===== config.mk =====
export PLATFORM = sky130hd
export DESIGN_NAME = vga_timing
export DESIGN_NICKNAME = d
export VERILOG_FILES = /design/src/rtl/vga_pkg.sv /design/src/rtl/tick_divider.sv /design/src/rtl/vga_timing.sv
export SDC_FILE = /design/constraint.sdc
export NUM_CORES = 1
export LEC_CHECK = 0
export BUFFER_PORTS_ARGS = -buffer_cell sky130_fd_sc_hd__clkbuf_2
export CORE_MARGIN = 2
export CORE_UTILIZATION = 57
export DETAILED_ROUTE_END_ITERATION = 7
export HOLD_SLACK_MARGIN = 0.08
export PLACE_DENSITY = 0.87
export SETUP_SLACK_MARGIN = 0.4
export SYNTH_ARGS = -nofsm -noshare
export SYNTH_HDL_FRONTEND = slang
export SYNTH_SLANG_ARGS = --single-unit

===== constraint.sdc =====
create_clock -name clk -period 5.85 [get_ports clk]
set_input_delay 0.585 -clock clk [delete_from_list [all_inputs] [get_ports clk]]
set_output_delay 0.585 -clock clk [all_outputs]
set_load 0.05 [all_outputs]

===== src/rtl/vga_pkg.sv =====
// vga_pkg: 640x480@60 timing constants and the coordinate type
// shared by the VGA timing generator.
package vga_pkg;

  typedef logic [9:0] coord_t;

  localparam coord_t H_VIS   = 10'd640;
  localparam coord_t H_FP    = 10'd16;
  localparam coord_t H_SYNC  = 10'd96;
  localparam coord_t H_BP    = 10'd48;
  localparam coord_t H_TOTAL = H_VIS + H_FP + H_SYNC + H_BP;

  localparam coord_t V_VIS   = 10'd480;
  localparam coord_t V_FP    = 10'd10;
  localparam coord_t V_SYNC  = 10'd2;
  localparam coord_t V_BP    = 10'd33;
  localparam coord_t V_TOTAL = V_VIS + V_FP + V_SYNC + V_BP;

  localparam coord_t H_LAST = H_TOTAL - 10'd1;
  localparam coord_t V_LAST = V_TOTAL - 10'd1;

  localparam coord_t H_SYNC_FIRST = H_VIS + H_FP;
  localparam coord_t H_SYNC_LAST  = H_VIS + H_FP + H_SYNC - 10'd1;
  localparam coord_t V_SYNC_FIRST = V_VIS + V_FP;
  localparam coord_t V_SYNC_LAST  = V_VIS + V_FP + V_SYNC - 10'd1;

endpackage


===== src/rtl/tick_divider.sv =====
// tick_divider: one-clk pixel enable every CLK_DIV system clocks,
// held low during reset and on the first edge after it.
module tick_divider #(
  parameter int CLK_DIV = 2
) (
  input  logic clk,
  input  logic reset,
  output logic tick
);

  localparam int W = (CLK_DIV > 1) ? $clog2(CLK_DIV) : 1;
  localparam logic [W-1:0] LAST = W'(CLK_DIV - 1);

  logic [W-1:0] r_cnt;
  logic         r_run;

  always_ff @(posedge clk) begin
    if (reset) begin
      r_cnt <= '0;
      r_run <= 1'b0;
    end else begin
      r_run <= 1'b1;
      r_cnt <= (r_cnt == LAST) ? '0 : r_cnt + 1'b1;
    end
  end

  // r_run keeps reset off the combinational path to tick
  assign tick = r_run && (r_cnt == LAST);

endmodule


===== src/rtl/vga_timing.sv =====
// vga_timing: 800x525 raster counters, sync pulses and line/frame
// strobes for 640x480 video, advanced on each pixel tick.
import vga_pkg::*;

module vga_timing #(
  parameter int CLK_DIV = 2
) (
  input  logic       clk,
  input  logic       reset,
  output logic       pix_tick,
  output logic [9:0] col,
  output logic [9:0] row,
  output logic       visible,
  output logic       hsync_n,
  output logic       vsync_n,
  output logic       line_start,
  output logic       frame_start,
  output logic [7:0] frame_cnt
);

  coord_t     r_col;
  coord_t     r_row;
  logic [7:0] r_frame_cnt;
  logic       w_tick;
  logic       w_col_wrap;
  logic       w_row_wrap;
  logic       w_line;

  tick_divider #(.CLK_DIV(CLK_DIV)) u_div (
    .clk   (clk),
    .reset (reset),
    .tick  (w_tick)
  );

  assign w_col_wrap = (r_col == H_LAST);
  assign w_row_wrap = (r_row == V_LAST);

  always_ff @(posedge clk) begin
    if (reset) begin
      r_col       <= '0;
      r_row       <= '0;
      r_frame_cnt <= '0;
    end else if (w_tick) begin
      r_col <= w_col_wrap ? '0 : r_col + 10'd1;
      if (w_col_wrap) begin
        r_row <= w_row_wrap ? '0 : r_row + 10'd1;
        if (w_row_wrap)
          r_frame_cnt <= r_frame_cnt + 8'd1;
      end
    end
  end

  assign w_line = w_tick && (r_col == '0);

  assign pix_tick    = w_tick;
  assign col         = r_col;
  assign row         = r_row;
  assign frame_cnt   = r_frame_cnt;
  assign visible     = (r_col < H_VIS) && (r_row < V_VIS);
  assign hsync_n     = !((r_col >= H_SYNC_FIRST) &&
                         (r_col <= H_SYNC_LAST));
  assign vsync_n     = !((r_row >= V_SYNC_FIRST) &&
                         (r_row <= V_SYNC_LAST));
  assign line_start  = w_line;
  assign frame_start = w_line && (r_row == '0);

endmodule


==> results of run 1 <==
==> worst max path at each step <==
stage | startpoint | end | slack [ns] | cells after the start
finish | col[5]$_SDFFE_PP0P_ | frame_start | 2.96 | 5
floorplan | u_div.r_cnt$_SDFF_PP0_ | frame_start | 1.61 | 5
detailed placement | col[0]$_SDFFE_PP0P_ | frame_cnt[5]$_SDFFE_PP0P_ | 3.15 | 5
global placement | col[0]$_SDFFE_PP0P_ | frame_cnt[5]$_SDFFE_PP0P_ | 3.27 | 5
CTS | col[5]$_SDFFE_PP0P_ | frame_start | 2.93 | 5
global route | col[5]$_SDFFE_PP0P_ | frame_start | 2.83 | 5
==> synthesized netlist by cell type, drive strengths merged (3+ instances only) <==
library cell / number
dfxtp: 30
buf: 4
inv: 9
and2: 3
and3: 3
xnor2: 8
xor2: 3
o21ai: 8
or4: 6
nor2b: 4
ha: 5
nor3: 4
or3: 7
nor4: 7
o31ai: 6
nand4: 9
nor2: 20
clkbuf: 5
mux2: 3
nand2: 9
nand3: 12
a21oi: 13
==> layer usage <==
metal  routed length, um  GRT usage (%)  part of all wire [%]
met1                1470           26.9                    41
met2                1860           43.0                    52
met3                 171           4.88                   4.8
met4                  70           12.2                   2.0
met5                   0              0                     0
==> logic make-up after synthesis <==
family / synth area share (%)
mux: 2.83
flops: 38.8
compound gates: 9.95
simple gates: 33.0
buf+inv: 5.10
fa+ha+maj: 4.05
xor+xnor: 6.23
==> power breakdown <==
group / internal [mW] / switching [mW] / total [mW] / leakage (nW)
clock network: 0.0581 / 0.0736 / 0.132 / 0.0353
logic: 0.00427 / 0.0141 / 0.0184 / 0.389
registers: 0.206 / 0.00197 / 0.208 / 0.242
total: 0.268 / 0.0897 / 0.358 / 0.667
==> worst max-delay path: stages (launching register included) <==
cell and delay (ns):
dfxtp_1 0.43, nor4_1 0.34, nand3_1 0.14, nor4b_1 0.50, and4_1 0.28, clkbuf_2 0.28
==> through the flow <==
stage	instance area, um^2	utilization, %
global placement	1710	68.0
floorplan	1550	-
global route	1770	70.3
CTS	1770	70.3
finish	1770	70.3
detailed placement	1710	68.0
==> registers in the layout, summed over array words and instances, names as in the netlist <==
register	count
frame_cnt	8
row	10
col	10
u_div.r_cnt	1
u_div.r_run	1
==> final cells by class <==
type / instances / area (um^2)
Multi-Input combinational cell: 137 / 867
Fill cell: 221 / 748
Sequential cell: 30 / 601
Timing Repair Buffer: 35 / 175
Clock buffer: 7 / 55.1
Tap cell: 30 / 37.5
Inverter: 9 / 33.8
Clock inverter: 1 / 5.00
==> key figures, run 1 <==
Global routing
  – GRT overflow: 0
  – GR Util All Layers: between 20% and 30%
  – Initial antenna violation count: 0
  – Vias in the first global route: between 1000 and 1500
  – First-pass GRT wire length: 5930 um
  – Pin count of the biggest net entering global routing: 31

Power and ir drop
  – Pleak: between 0.6 and 0.7 nW
  – Max IR drop VDD: between 0.00015 and 0.0002 V
  – Final Power: 0.358 mW
  – PD cells: between 200 and 250 mW/mm^2

Clock network
  – CTS tree: yes
  – Post-CTS Setup Repair Bufs: 0
  – TritonCTS buffer count: 5
  – H-tree levels: 2
  – Root Buffer: clkbuf_4
  – Hold buffers post-CTS: 0
  – Bufs on Longest Clock Path: 2
  – Clk_lat worst skew: around 0.34 ns
  – Post-CTS sizing: 0
  – Sinks on Clock Net: 30
  – Worst-path clk slew: ~0.090 ns

Placed design
  – DP HPWL: approximately 2500 um
  – Placer Congestion: approximately 0.78
  – Number of placed instances, taps included: 241
  – IO buf count: 35
  – Pre-CTS WS: about 3.1 ns

Timing
  – Hold WS: 0.481 ns
  – Worst-Margin Slew: around 0.97 ns
  – Max-slew violations: 0
  – Minimum clock period: 2.89 ns
  – TNS Setup: 0 ns
  – Hold Fails Final Rpt: 0
  – Final setup fails: 0
  – RSZ-0062 raised after global routing: false
  – Fmax achieved: ~350 MHz
  – Skew final: a little under 0.009 ns
  – Slew Limit Headroom: between 30% and 40%
  – Tcrit/Tclk final: between 40% and 50%
  – Worst Setup Slack, final: 2.96 ns

Yosys
  – Synth Register Bits: 30
  – Dominant cell type by area after synthesis: dfxtp_1
  – Synth area leaders: dfxtp_1, nor2_1, xnor2_1, a21oi_1, ha_1
  – Post-synth net total: about 190
  – Synth cell types: 29
  – Synth Cell Area: ~0.0015 mm^2
  – EDFF count, synth: 0
  – Syn_area_per_cell: about 8.4 um^2
  – Synth Flop Type: dfxtp_1
  – Synthesized instance count: ~190
  – Register area share after synthesis: 38.8%
  – Ys async rst share: 0%
  – Yosys warns: 0
  – Yosys top cell area share: around two fifths

Layout
  – # nets final: ~230
  – Most frequent cells in the layout: clkbuf_2, dfxtp_1, nor2_1
  – Post-Layout Cell Count: roughly 250
  – Area Overhead vs Synth: 14.7%
  – Commonest non-fill, non-tap cell in the layout: clkbuf_2
  – Ant. Diodes: 0
  – Layout cells sized above 1: ~22%

Worst hold path
  – Min-Delay Path Class: reg2reg
  – Hold Startpoint: u_div.r_cnt$_SDFF_PP0_
  – Hold Crit Depth: 1
  – Endpoint of the worst hold path: u_div.r_cnt$_SDFF_PP0_

Critical path
  – Crit path required time: approximately 5.3 ns
  – Reg2reg setup slack: approximately 3.1 ns
  – Worst r2r path cells: 5
  – Reg2reg end: frame_cnt[5]$_SDFFE_PP0P_
  – WP data arrival: 2.31 ns
  – CP startpoint kind: flip-flop
  – RR Startpoint: col[0]$_SDFFE_PP0P_
  – Crit end category: output pin
  – Worst Setup Path Type: reg2out
  – Max Fanout on Critical Path: 10

Floorplan
  – Initial Utilization: about 61%
  – DIE AREA: 0.00315 mm^2
  – Horiz. Die Dim: roughly 56 um
  – Num ports: 36
  – Height of the die: roughly 56 um
  – Core area: roughly 0.0025 mm^2
  – Num rows: 18

Route
  – Via/cell ratio: around 5.9
  – DR vias: 1470
  – DRC viols: 0
  – WL final: about 3600 um
  – DR WL/cell: approximately 14 um
  – First-pass detailed-route iteration total: 4
  – Antenna Violating Nets Remaining: 0
  – Iteration-0 DRC Markers: between 40 and 50

Outcome
  – Status: finished clean

Run
  – Max Cap Viol: 0
(Power assumes the default switching activity.)
==> run 2: changes to the inputs <==
Settings changed: CORE_UTILIZATION 57 to 47, PLACE_DENSITY 0.87 to 0.77.
Clock period 5.85 ns to 2.55 ns, I/O delays scaled along.
==> key figures, run 2 (same netlist as run 1, synthesis figures left out) <==
Clock network
  – CTS tree: yes
  – Clk_lat worst skew: approximately 0.34 ns
  – Sinks on Clock Net: 30
  – Root Buffer: clkbuf_4
  – Worst-path clk slew: ~0.090 ns
  – H-tree levels: 2
  – Hold buffers post-CTS: 0
  – TritonCTS buffer count: 5
  – Bufs on Longest Clock Path: 2

Power and ir drop
  – Max IR drop VDD: 0.000262 V
  – Pleak: between 0.7 and 0.8 nW
  – PD cells: roughly 430 mW/mm^2

Layout
  – Ant. Diodes: 0
  – Area Overhead vs Synth: 22.2%
  – Layout cells sized above 1: just under 30%
  – Commonest non-fill, non-tap cell in the layout: clkbuf_2
  – # nets final: 230
  – Most frequent cells in the layout: clkbuf_2, dfxtp_1, nor2_1
  – # fillers: between 200 and 300

Route
  – Iteration-0 DRC Markers: between 70 and 80
  – WL final: approximately 3300 um
  – DRC viols: 0
  – Antenna Violating Nets Remaining: 0
  – First-pass detailed-route iteration total: 4
  – DR WL/cell: about 12 um
  – DR vias: around 1400
  – Via/cell ratio: 5.34

Floorplan
  – Num ports: 36
  – Horiz. Die Dim: 61.4 um
  – Core area: approximately 0.0031 mm^2
  – DIE AREA: ~0.0038 mm^2
  – Height of the die: roughly 61 um
  – Num rows: 20
  – Initial Utilization: 49.8%

Timing
  – Skew final: around 0.0046 ns
  – Worst Setup Slack, final: around 0.44 ns
  – Hold WS: 0.300 ns
  – Final setup fails: 0
  – Minimum clock period: 2.11 ns
  – Max-slew violations: 0
  – Hold Fails Final Rpt: 0
  – Worst-Margin Slew: between 0.4 and 0.5 ns
  – Tcrit/Tclk final: 82.9%
  – Fmax achieved: between 400 and 500 MHz
  – RSZ-0062 raised after global routing: true
  – Slew Limit Headroom: just over 70%
  – TNS Setup: 0 ns

Critical path
  – Worst Setup Path Type: reg2out
  – Crit path required time: about 2.3 ns
  – Reg2reg end: frame_cnt[6]$_SDFFE_PP0P_
  – CP endpoint: vsync_n
  – Crit end category: output pin
  – WP data arrival: roughly 1.9 ns
  – CP startpoint kind: flip-flop
  – Worst r2r path cells: 6
  – RR Startpoint: col[0]$_SDFFE_PP0P_
  – Reg2reg setup slack: 0.61 ns
  – Max Fanout on Critical Path: 8
  – Worst setup path start: row[2]$_SDFFE_PP0P_

Outcome
  – Status: finished clean

Global routing
  – Initial antenna violation count: 0
  – GRT overflow: 0
  – Pin count of the biggest net entering global routing: 31
  – First-pass GRT wire length: between 5000 and 6000 um
  – GR Util All Layers: 19.4%
  – Vias in the first global route: 1173

Placed design
  – Pre-CTS WS: 0.615 ns
  – IO buf count: 35
  – DP HPWL: 2250 um
  – Placer Congestion: about 0.76

Worst hold path
  – Min-Delay Path Class: in2reg

Run
  – Max Cap Viol: 0
==> run 2: timing repair <==
action,CTS,global route
pin swaps,0,0
hold endpoints to repair,0,0
setup buffers,0,3
setup endpoints to repair,2,2
resized for setup,5,7
==> run 2: worst min path at each step <==
stage	end	slack [ns]	startpoint	depth (start not counted)
floorplan	u_div.r_run$_DFF_P_	0.35	reset	1
finish	frame_cnt[2]$_SDFFE_PP0P_	0.30	reset	2
CTS	frame_cnt[4]$_SDFFE_PP0P_	0.29	reset	2
global placement	u_div.r_cnt$_SDFF_PP0_	0.45	u_div.r_cnt$_SDFF_PP0_	1
detailed placement	u_div.r_cnt$_SDFF_PP0_	0.45	u_div.r_cnt$_SDFF_PP0_	1
global route	col[4]$_SDFFE_PP0P_	0.31	reset	2
==> run 2: per-stage QoR <==
step	util, %	power, mW	instance area, um^2	instances
after floorplan	-	0.521	1580	185
after global placement	57.4	0.530	1780	257
after detailed placement	57.4	0.531	1780	257
after CTS	59.6	0.821	1850	264
after global routing	60.9	0.848	1890	267
final	60.9	0.809	1890	267
==> run 2: final cells by class <==
| type | instances | area (um^2) | area share [%] |
|---|---|---|---|
| clock buffer | 7 | 55.1 | 2.91 |
| inverter | 9 | 33.8 | 1.79 |
| multi-input combinational | 137 | 901 | 47.7 |
| sequential | 30 | 619 | 32.8 |
| tap | 44 | 55.1 | 2.91 |
| timing repair buffer | 40 | 225 | 11.9 |
==> run 2: critical path, cell delays in order (launching register included) <==
cell and delay, ns:
dfxtp_2 0.36, or4b_2 0.65, or3_1 0.31, buf_4 0.19
==> run 2: routing by layer <==
layer,share of wire (%),track usage [%]
met2,46,28.6
met4,1.0,6.38
met1,49,26.6
met5,0,0
met3,3.3,6.93
==> run 2: power breakdown <==
| part | total (mW) | leakage [nW] | switching (mW) | internal [mW] |
|---|---|---|---|---|
| Clock | 0.289 | 0.0314 | 0.159 | 0.130 |
| Sequential | 0.473 | 0.248 | 0.00451 | 0.469 |
| Combinational | 0.0467 | 0.436 | 0.0326 | 0.0141 |
==> run 3: changes to the inputs <==
Settings changed: CORE_UTILIZATION 47 to 53, PLACE_DENSITY 0.77 to 0.82.
Clock period 2.55 ns to 2.2 ns, I/O delays scaled along.
==> key figures, run 3 (same netlist as run 1, synthesis figures left out) <==
Clock network
  – CTS tree: yes
  – TritonCTS buffer count: 5
  – Clk_lat worst skew: between 0.3 and 0.4 ns
  – H-tree levels: 2
  – Sinks on Clock Net: 30
  – Worst-path clk slew: about 0.11 ns
  – Root Buffer: clkbuf_4
  – Bufs on Longest Clock Path: 2
  – Hold buffers post-CTS: 0

Timing
  – Worst-Margin Slew: between 0.3 and 0.4 ns
  – TNS Setup: 0 ns
  – Final setup fails: 0
  – RSZ-0062 raised after global routing: true
  – Hold Fails Final Rpt: 0
  – Max-slew violations: 0
  – Hold WS: between 0.2 and 0.3 ns
  – Fmax achieved: around 490 MHz
  – Tcrit/Tclk final: between 90% and 100%
  – Skew final: 0.0128 ns
  – Minimum clock period: around 2.0 ns
  – Slew Limit Headroom: 76.4%

Layout
  – Ant. Diodes: 0
  – # fillers: between 150 and 200
  – Commonest non-fill, non-tap cell in the layout: clkbuf_2
  – Most frequent cells in the layout: clkbuf_2, nor2_1, nand3_1, dfxtp_4, dfxtp_1
  – Area Overhead vs Synth: 44.9%
  – Layout cells sized above 1: 44.4%
  – Final Cell Area: between 0.002 and 0.0025 mm^2
  – # nets final: 240
  – Post-Layout Cell Count: between 200 and 300

Floorplan
  – Num rows: 19
  – Height of the die: 58.0 um
  – Core area: between 0.002 and 0.003 mm^2
  – Initial Utilization: between 50% and 60%
  – DIE AREA: between 0.003 and 0.004 mm^2
  – Horiz. Die Dim: just under 60 um
  – Num ports: 36

Route
  – DR WL/cell: 17.0 um
  – First-pass detailed-route iteration total: 4
  – DRC viols: 0
  – Antenna Violating Nets Remaining: 0
  – Via/cell ratio: a little over 6
  – Iteration-0 DRC Markers: 60
  – DR vias: roughly 1600
  – WL final: roughly 4500 um

Power and ir drop
  – Net switching power: around 0.26 mW
  – Sw Share: between 20% and 30%
  – PD cells: about 450 mW/mm^2
  – Max IR drop VDD: 0.000603 V
  – Clk network pwr share: approximately two fifths
  – Comb power frac: under 10%
  – P_int: 0.746 mW
  – Pleak: ~0.9 nW
  – Reg power frac: between 50% and 60%

Critical path
  – CP delay by family, top: simple AND/OR/NAND/NOR gates
  – WP buf/inv: 1
  – CP max stage delay: approximately 0.36 ns
  – Max Fanout on Critical Path: 2
  – Worst Setup Path Type: reg2out
  – Critical path cell sequence: nor4_4, nand3_1, nor4b_4, and4_4, clkbuf_16
  – Crit path required time: 1.98 ns
  – WP data arrival: ~1.8 ns
  – CP max-delay cell: dfxtp_4
  – Reg2reg setup slack: 0.28 ns
  – CP startpoint kind: flip-flop
  – Crit end category: output pin

Global routing
  – GR Util All Layers: between 20% and 30%
  – Vias in the first global route: 1363
  – Initial antenna violation count: 0
  – First-pass GRT wire length: roughly 6200 um
  – GRT overflow: 0
  – Pin count of the biggest net entering global routing: 31

Placed design
  – Dpl cell area: ~0.0018 mm^2
  – Number of placed instances, taps included: approximately 240
  – DP HPWL: approximately 2600 um
  – IO buf count: 35
  – Placer Congestion: around 0.8

Worst hold path
  – Min-Delay Path Class: in2reg

Run
  – Max Cap Viol: 0

Outcome
  – Status: finished clean
-- run 3: cell count changes in the layout (fill, tap and decap cells not counted), sizes merged --
cell / delta
buf: +7
clkbuf: +2
clkinv: +2
-- run 3: worst reg2reg max path, cell delays in order (launching register included) --
cell     delay, ns
dfxtp_4       0.38
buf_6         0.11
nor4b_4       0.22
nand4_1       0.20
buf_4         0.21
buf_12        0.14
or4_1         0.47
a21oi_1       0.13
-- run 3: repair_timing --
action,in CTS,in global routing
gates cloned,0,2
pin swaps,1,10
setup buffers,3,8
endpoints found under the hold margin,0,0
endpoints found under the setup margin,7,17
gates resized for setup,14,30
-- run 3: per-stage QoR --
step / power, mW / setup slack [ns] / util [%]
floorplan: 0.598 / 0.0554 / -
global placement: 0.607 / 0.417 / 66.9
detailed placement: 0.610 / 0.376 / 66.9
CTS: 1.00 / 0.174 / 72.7
global route: 1.03 / 0.0756 / 81.3
finish: 1.00 / 0.175 / 81.3
-- run 3: layer usage --
layer	GRT usage, %	up-vias	wire (um)	share of wire, %
li1	-	770	-	-
met1	29.0	806	1790	40
met2	40.7	55	2430	54
met3	4.69	7	211	4.7
met4	14.0	0	74	1.6
met5	0	-	0	0
-- run 3: final timing paths --
path                           from                   endpoint  cells past startpoint
max             col[4]$_SDFFE_PP0P_                frame_start                      5
min                           reset  frame_cnt[4]$_SDFFE_PP0P_                      2
max reg2reg     col[8]$_SDFFE_PP0P_  frame_cnt[2]$_SDFFE_PP0P_                      7
min reg2reg  u_div.r_cnt$_SDFF_PP0_     u_div.r_cnt$_SDFF_PP0_                      1
-- run 3: power by group through the flow --
stage / combinational, mW / clock, mW / sequential (mW)
floorplan: 0.0353 / 0 / 0.563
global placement: 0.0509 / 0 / 0.557
CTS: 0.0582 / 0.403 / 0.542
detailed placement: 0.0524 / 0 / 0.557
global route: 0.0686 / 0.425 / 0.542
finish: 0.0645 / 0.398 / 0.540
-- run 3: cell type report --
cell class,count,area (um^2),share of cell area (%)
sequential,30,654,29.2
tap,31,38.8,1.73
timing repair buffer,50,395,17.6
clock inverter,2,10.0,0.447
clock buffer,6,62.6,2.79
inverter,9,33.8,1.51
multi-input combinational,137,1050,46.7
